**src/rtl/internal_framebuffer_arbiter_pkg.sv**
```systemverilog
// internal_framebuffer_arbiter_pkg: shared types and helpers for the framebuffer tile RAM arbiter.
// Contents: arbiter state enum, requester port indices, clog2 helper for counter widths.
package internal_framebuffer_arbiter_pkg;

    typedef enum logic [1:0] {
        IDLE = 2'b00,
        OWN0 = 2'b01,
        OWN1 = 2'b10
    } arb_state_e;

    localparam logic PORT_PIXEL  = 1'b0;
    localparam logic PORT_STREAM = 1'b1;

    // Minimum width of 1 so a counter never collapses to zero bits.
    function automatic int clog2(input int v);
        int r;
        r = 0;
        for (int i = 0; i < 31; i++) begin
            if ((1 << i) < v) r = i + 1;
        end
        return (r < 1) ? 1 : r;
    endfunction

endpackage

```
**src/rtl/internal_framebuffer_arbiter_if.sv**
```systemverilog
// internal_framebuffer_arbiter_if: requester/arbiter bundle for the tile RAM arbiter.
// Requester side drives req/lock/read per port; arbiter side returns grants,
// RAM wrapper enables, per-port read-valid strobes and busy.
interface internal_framebuffer_arbiter_if;

    logic req0;
    logic lock0;
    logic read0;
    logic req1;
    logic lock1;
    logic read1;
    logic grant0;
    logic grant1;
    logic enablePort0;
    logic enablePort1;
    logic readValid0;
    logic readValid1;
    logic busy;

    modport master (
        output req0, lock0, read0, req1, lock1, read1,
        input  grant0, grant1, enablePort0, enablePort1, readValid0, readValid1, busy
    );

    modport slave (
        input  req0, lock0, read0, req1, lock1, read1,
        output grant0, grant1, enablePort0, enablePort1, readValid0, readValid1, busy
    );

endinterface

```
**src/rtl/internal_framebuffer_arbiter_read_tag_pipe.sv**
```systemverilog
// read_tag_pipe: DEPTH-deep, 2-bit-wide shift register with synchronous clear.
// Ports: clk, reset (sync clear), tag_in[1:0] (one bit per port), tag_out[1:0] (tag_in delayed DEPTH cycles).
module read_tag_pipe #(
    parameter int DEPTH = 1
) (
    input  logic       clk,
    input  logic       reset,
    input  logic [1:0] tag_in,
    output logic [1:0] tag_out
);

    logic [1:0] pipe_q [DEPTH];
    logic [1:0] pipe_d [DEPTH];

    always_comb begin
        pipe_d[0] = tag_in;
        for (int i = 1; i < DEPTH; i++) pipe_d[i] = pipe_q[i-1];
    end

    always_ff @(posedge clk) begin
        for (int i = 0; i < DEPTH; i++) pipe_q[i] <= reset ? 2'b00 : pipe_d[i];
    end

    assign tag_out = pipe_q[DEPTH-1];

endmodule

```
**src/rtl/internal_framebuffer_arbiter.sv**
```systemverilog
// internal_framebuffer_arbiter: time-multiplexes the tile RAM between the pixel pipeline (port 0)
// and the stream-out/clear unit (port 1).
// Ports: clk, reset (sync, active-high), bus (slave modport: req/lock/read in, grants,
// RAM enables, read-valid strobes and busy out).
// Optional: define INTERNAL_FB_ARB_LOCK_TIMEOUT_EN to bound a contested lock to LOCK_TIMEOUT cycles.
module internal_framebuffer_arbiter
    import internal_framebuffer_arbiter_pkg::*;
#(
    parameter int READ_LATENCY = 1,
    parameter int MAX_BURST    = 16,
    parameter int LOCK_TIMEOUT = 64
) (
    input  logic                          clk,
    input  logic                          reset,
    internal_framebuffer_arbiter_if.slave bus
);

    localparam int BW = clog2(MAX_BURST);
    localparam logic [BW-1:0] BURST_MAX = BW'(MAX_BURST - 1);

    arb_state_e    state_q, state_d;
    logic          last_q, last_d;
    logic [BW-1:0] burst_q, burst_d;
    logic          lock0_eff, lock1_eff;
    logic          hold0, hold1, entering;
    logic [1:0]    read_valid;

`ifdef INTERNAL_FB_ARB_LOCK_TIMEOUT_EN
    localparam int LW = clog2(LOCK_TIMEOUT);
    localparam logic [LW-1:0] LOCK_MAX = LW'(LOCK_TIMEOUT - 1);
    logic [LW-1:0] lock_cnt_q, lock_cnt_d;
    logic          own_locked;
    assign own_locked = (state_q == OWN0 && bus.lock0) || (state_q == OWN1 && bus.lock1);
    assign lock_cnt_d = entering ? '0
                      : (own_locked && lock_cnt_q != LOCK_MAX) ? lock_cnt_q + 1'b1
                      : lock_cnt_q;
    // A lock that has run its full term is ignored only while the other port is waiting.
    assign lock0_eff = bus.lock0 && !(lock_cnt_q == LOCK_MAX && bus.req1);
    assign lock1_eff = bus.lock1 && !(lock_cnt_q == LOCK_MAX && bus.req0);
    always_ff @(posedge clk) begin
        lock_cnt_q <= reset ? '0 : lock_cnt_d;
    end
`else
    assign lock0_eff = bus.lock0;
    assign lock1_eff = bus.lock1;
`endif

    always_comb begin
        hold0 = bus.req0 && (lock0_eff || !bus.req1 || burst_q != BURST_MAX);
        hold1 = bus.req1 && (lock1_eff || !bus.req0 || burst_q != BURST_MAX);
        state_d = state_q;
        unique case (state_q)
            IDLE:    state_d = (bus.req0 && bus.req1) ? ((last_q == PORT_PIXEL) ? OWN1 : OWN0)
                             : bus.req0 ? OWN0 : bus.req1 ? OWN1 : IDLE;
            OWN0:    state_d = hold0 ? OWN0 : bus.req1 ? OWN1 : IDLE;
            OWN1:    state_d = hold1 ? OWN1 : bus.req0 ? OWN0 : IDLE;
            default: state_d = IDLE;
        endcase
        entering = (state_d != state_q) && (state_d != IDLE);
        last_d   = (state_d == OWN0) ? PORT_PIXEL : (state_d == OWN1) ? PORT_STREAM : last_q;
        burst_d  = entering ? '0
                 : (state_q != IDLE && burst_q != BURST_MAX) ? burst_q + 1'b1
                 : burst_q;
    end

    always_ff @(posedge clk) begin
        if (reset) begin
            state_q <= IDLE;
            last_q  <= PORT_STREAM;
            burst_q <= '0;
        end else begin
            state_q <= state_d;
            last_q  <= last_d;
            burst_q <= burst_d;
        end
    end

    read_tag_pipe #(.DEPTH(READ_LATENCY)) u_read_tag_pipe (
        .clk     (clk),
        .reset   (reset),
        .tag_in  ({bus.read1 && bus.grant1, bus.read0 && bus.grant0}),
        .tag_out (read_valid)
    );

    assign bus.grant0      = (state_q == OWN0);
    assign bus.grant1      = (state_q == OWN1);
    assign bus.enablePort0 = bus.grant0;
    assign bus.enablePort1 = bus.grant1;
    assign bus.readValid0  = read_valid[0];
    assign bus.readValid1  = read_valid[1];
    assign bus.busy        = bus.grant0 || bus.grant1;

endmodule

```
**src/flat_wrapper.sv**
```systemverilog
// flat-port wrapper written by rule: the top's interface ports become plain ports
module internal_framebuffer_arbiter_flat import internal_framebuffer_arbiter_pkg::*;
#(
    parameter int READ_LATENCY = 1,
    parameter int MAX_BURST    = 16,
    parameter int LOCK_TIMEOUT = 64
)
  (clk, reset, bus_req0, bus_lock0, bus_read0, bus_req1, bus_lock1, bus_read1, bus_grant0, bus_grant1, bus_enablePort0, bus_enablePort1, bus_readValid0, bus_readValid1, bus_busy);
  internal_framebuffer_arbiter_if bus_i ();
  input  logic clk;
  input  logic reset;
  input wire logic [$bits(bus_i.req0)-1:0] bus_req0;
  input wire logic [$bits(bus_i.lock0)-1:0] bus_lock0;
  input wire logic [$bits(bus_i.read0)-1:0] bus_read0;
  input wire logic [$bits(bus_i.req1)-1:0] bus_req1;
  input wire logic [$bits(bus_i.lock1)-1:0] bus_lock1;
  input wire logic [$bits(bus_i.read1)-1:0] bus_read1;
  output wire logic [$bits(bus_i.grant0)-1:0] bus_grant0;
  output wire logic [$bits(bus_i.grant1)-1:0] bus_grant1;
  output wire logic [$bits(bus_i.enablePort0)-1:0] bus_enablePort0;
  output wire logic [$bits(bus_i.enablePort1)-1:0] bus_enablePort1;
  output wire logic [$bits(bus_i.readValid0)-1:0] bus_readValid0;
  output wire logic [$bits(bus_i.readValid1)-1:0] bus_readValid1;
  output wire logic [$bits(bus_i.busy)-1:0] bus_busy;
  assign bus_i.req0 = bus_req0;
  assign bus_i.lock0 = bus_lock0;
  assign bus_i.read0 = bus_read0;
  assign bus_i.req1 = bus_req1;
  assign bus_i.lock1 = bus_lock1;
  assign bus_i.read1 = bus_read1;
  assign bus_grant0 = bus_i.grant0;
  assign bus_grant1 = bus_i.grant1;
  assign bus_enablePort0 = bus_i.enablePort0;
  assign bus_enablePort1 = bus_i.enablePort1;
  assign bus_readValid0 = bus_i.readValid0;
  assign bus_readValid1 = bus_i.readValid1;
  assign bus_busy = bus_i.busy;
  internal_framebuffer_arbiter #(.READ_LATENCY(READ_LATENCY), .MAX_BURST(MAX_BURST), .LOCK_TIMEOUT(LOCK_TIMEOUT)) u_core (.clk(clk), .reset(reset), .bus(bus_i));
endmodule
```
**config.mk**
```make
export PLATFORM = sky130hd
export DESIGN_NAME = internal_framebuffer_arbiter_flat
export DESIGN_NICKNAME = d
export VERILOG_FILES = /design/src/rtl/internal_framebuffer_arbiter_pkg.sv /design/src/rtl/internal_framebuffer_arbiter_if.sv /design/src/rtl/internal_framebuffer_arbiter_read_tag_pipe.sv /design/src/rtl/internal_framebuffer_arbiter.sv /design/src/flat_wrapper.sv
export SDC_FILE = /design/constraint.sdc
export NUM_CORES = 1
export LEC_CHECK = 0
export ABC_AREA = 1
export BUFFER_PORTS_ARGS = -buffer_cell sky130_fd_sc_hd__clkbuf_2
export CORE_MARGIN = 5
export CORE_UTILIZATION = 35
export DETAILED_ROUTE_END_ITERATION = 16
export MAX_ROUTING_LAYER = met4
export SYNTH_ARGS = -nofsm -noshare
export SYNTH_HDL_FRONTEND = slang
export SYNTH_SLANG_ARGS = --single-unit
```
**constraint.sdc**
```tcl
create_clock -name clk -period 1.55 [get_ports clk]
set_input_delay 0.3875 -clock clk [delete_from_list [all_inputs] [get_ports clk]]
set_output_delay 0.3875 -clock clk [all_outputs]
set_load 0.01 [all_outputs]
```
---- After elaboration in Yosys (flattened, before gate mapping) ----
Memory sizes are Yosys's and may differ from the RTL's.
Cells that the tools add are included.
storage, ports and cells
  register bits ........................... 7
  memory bits (writable) .................. 2
  output and inout bits ................... 7
  word-level logic and storage cells ...... 41
  memories ................................ 1
operators by class
  $add $sub $neg .......................... 1
  equality and inequality tests ........... 6
  multiplexer cells ....................... 11
  reductions and logical operators ........ 19
memory list
  memory                         depth  bits a word  rd ports  clocked after Yosys merged registers in  wr ports  line                                              source
  u_core.u_read_tag_pipe.pipe_q  1      2            1         0                                        1         internal_framebuffer_arbiter_read_tag_pipe.sv:12  logic [1:0] pipe_q [DEPTH];
operators by type and width
  operator                                        count
  2-to-1 mux 2 bit                                7
  logical AND 1 bit                               7
  one-hot mux 2 bit (3 select lines)              1
  nonzero test 2 bit                              3
  logical OR 1 bit                                5
  adder 4 x 1 -> 4 bit (second input constant)    1
  == test 2 x 1 -> 1 bit (second input constant)  2
  == test 2 bit (second input constant)           2
  inequality test 4 bit (second input constant)   1
  2-to-1 mux 1 bit                                3
  logical NOT 1 bit                               2
  logical NOT 2 bit                               1
  inequality test 2 bit                           1
  OR reduction 2 bit                              1

---- Depth between registers and ports, before layout ----
  depth after elaboration ................. 9
  depth in mapped cells ................... 14

---- Hierarchy ----
A second synthesis with hierarchy kept.
unflattened totals
  cells, all modules ...................... 86
  area, all modules ....................... 608.1 sq um
modules (own cells, without submodules)
  module                        times used  cells an instance  area each (sq um)
  internal_framebuffer_arbiter  1           80                 553.0
  read_tag_pipe                 1           6                  55.1

---- Least setup slack after synthesis ----
OpenSTA, ideal clock, no wires.
  path type ............................... register -> register
  start ................................... register u_core.state_q[0]
  end ..................................... register u_core.last_q
  arrival time ............................ 1496 ps
  setup slack ............................. -69 ps
  stages on the path, launching flop included .. 12
  path buffers ............................ 0
  period minus slack after synthesis ...... 1619 ps
  cell sequence ........................... dfxtp_1 > inv_1 > ha_1 > inv_1 > nor2_1 > nor2_2 > nand2_2 > nand2_4 > ha_1 > inv_1 > a21oi_1 > o21ai_0
between the ends
  word-level cells in the longest chain between the ends .. 4
ends and longest elaborated chain
  element                                                         line                                source
  start: declaration                                              internal_framebuffer_arbiter.sv:21  arb_state_e state_q, state_d;
  start signal: assignment                                        internal_framebuffer_arbiter.sv:72  state_q <= state_d;
  == test 2 bit *                                                 --
  net bus_enablePort1                                             flat_wrapper.sv:21                  output wire logic [$bits(bus_i.enablePort1)-1:0] bus_enablePort1;
  one-hot mux 2 bit (3 select lines) *                            internal_framebuffer_arbiter.sv:52  unique case (state_q)
  == test 2 x 1 -> 1 bit / == test 2 bit (equally long branches)  internal_framebuffer_arbiter.sv:60  last_d = (state_d == OWN0) ? PORT_PIXEL : (state_d == OWN1) ? PORT_STREAM : last_q;
  2-to-1 mux 1 bit / nonzero test 2 bit (equally long branches)   --
  end signal: assignment                                          internal_framebuffer_arbiter.sv:73  last_q <= last_d;
  end: declaration                                                internal_framebuffer_arbiter.sv:22  logic last_q, last_d;
Mark *: on every way through the listed nets, which the timed path passes. The rest lies on a longest branch.
A chain may end at the register's enable or synchronous reset.

---- Worst setup path after layout ----
  start ................................... register u_core.burst_q[0]
  end ..................................... register u_core.last_q
between the ends
  word-level cells in the longest chain between the ends .. 7
ends and longest elaborated chain
  element                                                         line                                                                    source
  start: declaration                                              internal_framebuffer_arbiter.sv:23                                      logic [BW-1:0] burst_q, burst_d;
  start signal: assignment                                        internal_framebuffer_arbiter.sv:74                                      burst_q <= burst_d;
  inequality test 4 bit *                                         internal_framebuffer_arbiter.sv:49, internal_framebuffer_arbiter.sv:50
  logical OR 1 bit (on tied branches)                             internal_framebuffer_arbiter.sv:50, internal_framebuffer_arbiter.sv:49
  logical AND 1 bit (on tied branches)                            internal_framebuffer_arbiter.sv:50, internal_framebuffer_arbiter.sv:49
  2-to-1 mux 2 bit (on tied branches)                             internal_framebuffer_arbiter.sv:56, internal_framebuffer_arbiter.sv:55
  one-hot mux 2 bit (3 select lines) *                            internal_framebuffer_arbiter.sv:52
  == test 2 x 1 -> 1 bit / == test 2 bit (equally long branches)  internal_framebuffer_arbiter.sv:60
  2-to-1 mux 1 bit / nonzero test 2 bit (equally long branches)   --
Mark *: on every way between the ends. The rest lies on a longest branch, timed or not.

==> impl.org <==
** Status
- Result of the run :: complete, but fails checks
- The final reports fail on negative setup slack.

** Die
- Die W :: 51.4 um
- Total core area :: 0.00167 mm^2
- I/O pin count :: 15
- The floorplan step defined a die boundary enclosing 0.00264 mm^2.
- The floorplan step set the die height to 51.4 um.
- In this run the core area contains 15 standard-cell rows.
- For this configuration, the core starts out at a cell density of 35.9%.

** Routing
- The first TritonRoute pass finished after 3 iterations.
- Routed wire per std cell :: 10.1 um
- Drt initial violations :: 8
- Across all layers, the routed design uses 588 vias.
- Number of nets with antenna violations after routing :: 0
- Overall routed net length :: 1310 um
- Drt drc :: 0
- Vias per std cell :: 4.52

** Synth
- Net count of the mapped netlist :: 97
- The cell area that synthesis handed to floorplanning was 599 um^2.
- During synthesis, Yosys emitted a total of 0 warnings.
- The share of the Yosys chip area taken by registers is 30.1%.
- Dividing the synthesized area by the synthesized cell count gives 7.31 um^2.
- Counting distinct cell types in the post-synthesis netlist gives 18.
- Syn Inst Count :: 82
- Synthesis inferred 9 register bits.

** Clock tree
- Number of buffers on the longest clock path :: 2
- CTS clk-pin slew, worst paths :: 0.06 ns
- Counting the buffers created by CTS gives 3.
- Post-CTS Hold Fix Bufs :: 0
- TritonCTS built the clock tree.
- Number of clock sinks seen by CTS :: 9
- The clock reaches the later pin of the worst-skew pair after 0.26 ns.
- Clock root buffer master :: sky130_fd_sc_hd__clkbuf_4
- In this run the number of H-tree levels came out at 1.

** Pwr
- Clock Power Share :: 20.2%
- Of the total power, combinational logic draws 46.7%.
- Total design power :: 0.864 mW
- Power per cell area :: 944 mW/mm^2
- Switching power :: 0.299 mW
- Maximum vdd drop :: 0.488 mV
- Proportion of total power due to net switching :: 34.5%
- Internal power comes to 0.566 mW.
- Relative contribution of sequential cells to total power :: 33.1%
- P_leak :: 0.463 nW

** Worst setup path
- The worst setup path is launched from a flop.
- For the worst setup path, the data required time is 1.70 ns.
- The worst register-to-register path ends at u_core.last_q.
- Counting cells, the worst reg-to-reg path comes to 12.
- Arr. time, crit path :: 1.71 ns
- Startpoint of the worst-slack reg-to-reg timing path :: u_core.burst_q[0]
- Worst Setup End Kind :: flop
- The setup path with the least slack is of type reg -> reg.
- Flop2flop setup slack :: -0.009 ns
- Worst-path fanout max :: 3

** Global route
- Wire length of the first global-routing pass :: 2310 um
- For this run, the total global-route usage over all layers was measured as 12.0%.
- Antenna violations before repair :: 0
- Vias in the first global route :: 594
- Total global routing overflow :: 0
- Largest net degree at the start of global routing :: 7

** Flow run
- Across the run, the number of max-cap violations was 0.

** Timing
- Setup repair after global routing missed its margin :: true
- Setup violations remaining at the end of the flow were counted as 1.
- Across all hold checks on the routed design, the worst slack comes to 0.339 ns.
- Derived from the worst setup path, the maximum achievable clock frequency is 641 MHz.
- Share of the clock period used by the worst path :: 101%
- Slew Viols, Final :: 0
- Aggregate negative setup slack :: -0.00949 ns
- Across all setup checks in the final design, the least slack found is -0.00949 ns.
- The count of final hold-check violations came to 0.
- Worst slew margin :: 83.4%
- Clk_skew :: 0.00330 ns
- Transition time of the tightest slew-check pin :: 0.249 ns
- The routed design could run at a clock period as short as 1.56 ns.

** Placement
- The congestion estimate from routability-driven global placement came to 0.840.
- The placed instances occupy a cell area of 805 um^2.
- Before CTS, the worst setup slack after placement is -0.0685 ns.
- Number of cells after detailed placement :: 126
- Count of port buffers added during placement :: 14
- HPWL after detailed placement :: 1030 um

** Layout
- Post-route standard cell area excluding fillers :: 916 um^2
- Final Core Density :: 54.8%
- The repair_antennas step left the layout with diodes totalling 0.
- After the flow finishes, the layout carries non-filler instances totaling 130.
- Layout filler cell count :: 164
- The net count of the finished layout is 129.
- Relative to the synthesized area, the layout overhead comes to 52.8%.
- Fraction of layout instances using a drive strength above 1 :: 48.7%
- Storage element area :: 185 um^2
- In the final layout, the multi-input gates occupy 424 um^2.

** Min path
- Startpoint of the worst hold path :: bus_read0
- Type of the tightest min-delay check :: in -> reg
- The worst hold path was traced through 3 stages.
- The path with the worst hold slack has its endpoint at u_core.u_read_tag_pipe.pipe_q[0][0].
synthesized netlist by cell type, drive strengths merged:
| library cell | n | share of area (%) |
|---|---|---|
| nand2 | 21 | 17 |
| inv | 14 | 8.8 |
| nor2 | 14 | 9.2 |
| dfxtp | 9 | 30 |
| ha | 7 | 15 |
| nand3 | 5 | 5.8 |
| xor2 | 3 | 4.4 |
| a21oi | 2 | 1.7 |
| buf | 2 | 2.5 |
| mux2i | 1 | 1.7 |
| nand4 | 1 | 1.0 |
| o211ai | 1 | 1.3 |
| o21ai | 1 | 0.83 |
| o21bai | 1 | 1.3 |
layout make-up:
type | count | share of cell area (%)
Inverter | 14 | 5.74
Multi-Input combinational cell | 57 | 46.3
Timing Repair Buffer | 29 | 22.5
Clock buffer | 4 | 2.87
Tap cell | 17 | 2.32
Sequential cell | 9 | 20.2
flip-flops by register name, indices dropped and copies added (netlist names):
name                           flops
u_core.burst_q                     4
u_core.state_q                     2
u_core.u_read_tag_pipe.pipe_q      2
u_core.last_q                      1
how the worst max path moves through the flow:
stage | start | endpoint | slack (ns) | cells after the start
floorplan | u_core.state_q[1] | u_core.last_q | 0.0009 | 9
global placement | u_core.burst_q[1] | u_core.last_q | -0.05 | 12
detailed placement | u_core.burst_q[1] | u_core.last_q | -0.07 | 12
CTS | u_core.burst_q[0] | u_core.last_q | -0.007 | 12
global route | u_core.burst_q[0] | u_core.last_q | -0.15 | 10
finish | u_core.burst_q[0] | u_core.last_q | -0.009 | 12
worst max-delay path: stages, from the launching register on:
cell and delay (ns):
sky130_fd_sc_hd__dfxtp_2 0.35, sky130_fd_sc_hd__ha_4 0.16, sky130_fd_sc_hd__nand2_2 0.05, sky130_fd_sc_hd__nor2_1 0.09, sky130_fd_sc_hd__nand2_1 0.07, sky130_fd_sc_hd__nand2_1 0.06
sky130_fd_sc_hd__nand2_1 0.06, sky130_fd_sc_hd__nand2_2 0.08, sky130_fd_sc_hd__nand2_4 0.05, sky130_fd_sc_hd__ha_1 0.27, sky130_fd_sc_hd__inv_1 0.05, sky130_fd_sc_hd__a21oi_2 0.10
sky130_fd_sc_hd__o21ai_1 0.06
logic make-up after synthesis:
logic type / Yosys count / share of synthesized area [%]
adders and majority gates: 7 / 14.6
DFF: 9 / 30.1
AOI/OAI and AO/OA: 5 / 5.01
buffers and inverters: 16 / 11.3
xor gates and xnor gates: 3 / 4.38
and+or+nand+nor: 41 / 33.0
muxes: 1 / 1.67
power groups by stage:
stage	sequential, mW	clock [mW]	combinational [mW]
2_1_floorplan	0.283	0	0.208
3_3_place_gp	0.280	0	0.350
3_5_place_dp	0.281	0	0.356
4_1_cts	0.283	0.183	0.379
5_1_grt	0.289	0.194	0.456
6_report	0.286	0.175	0.404
layer usage:
metal | part of all wire [%] | global-route usage [%] | up-vias
met5 | 0 | - | -
met4 | 1.4 | 6.99 | 0
met3 | 5.3 | 2.62 | 4
met2 | 46 | 19.1 | 14
met1 | 47 | 13.8 | 260
li1 | - | - | 310
layout by cell type, fill, tap and decap left out, drive strengths merged:
cell	count
o21bai	1
xor2	3
inv	14
ha	7
o211ai	1
nand2	21
nand4	1
mux2i	1
a21oi	2
nor2	14
dfxtp	9
nand3	5
clkbuf	16
buf	17
o21ai	1
repair_timing:
action,in CTS,in global routing
pin swaps,2,1
gates resized for setup,10,13
buffers inserted,0,0
setup endpoints to repair,7,9
(Power assumes the default switching activity.)
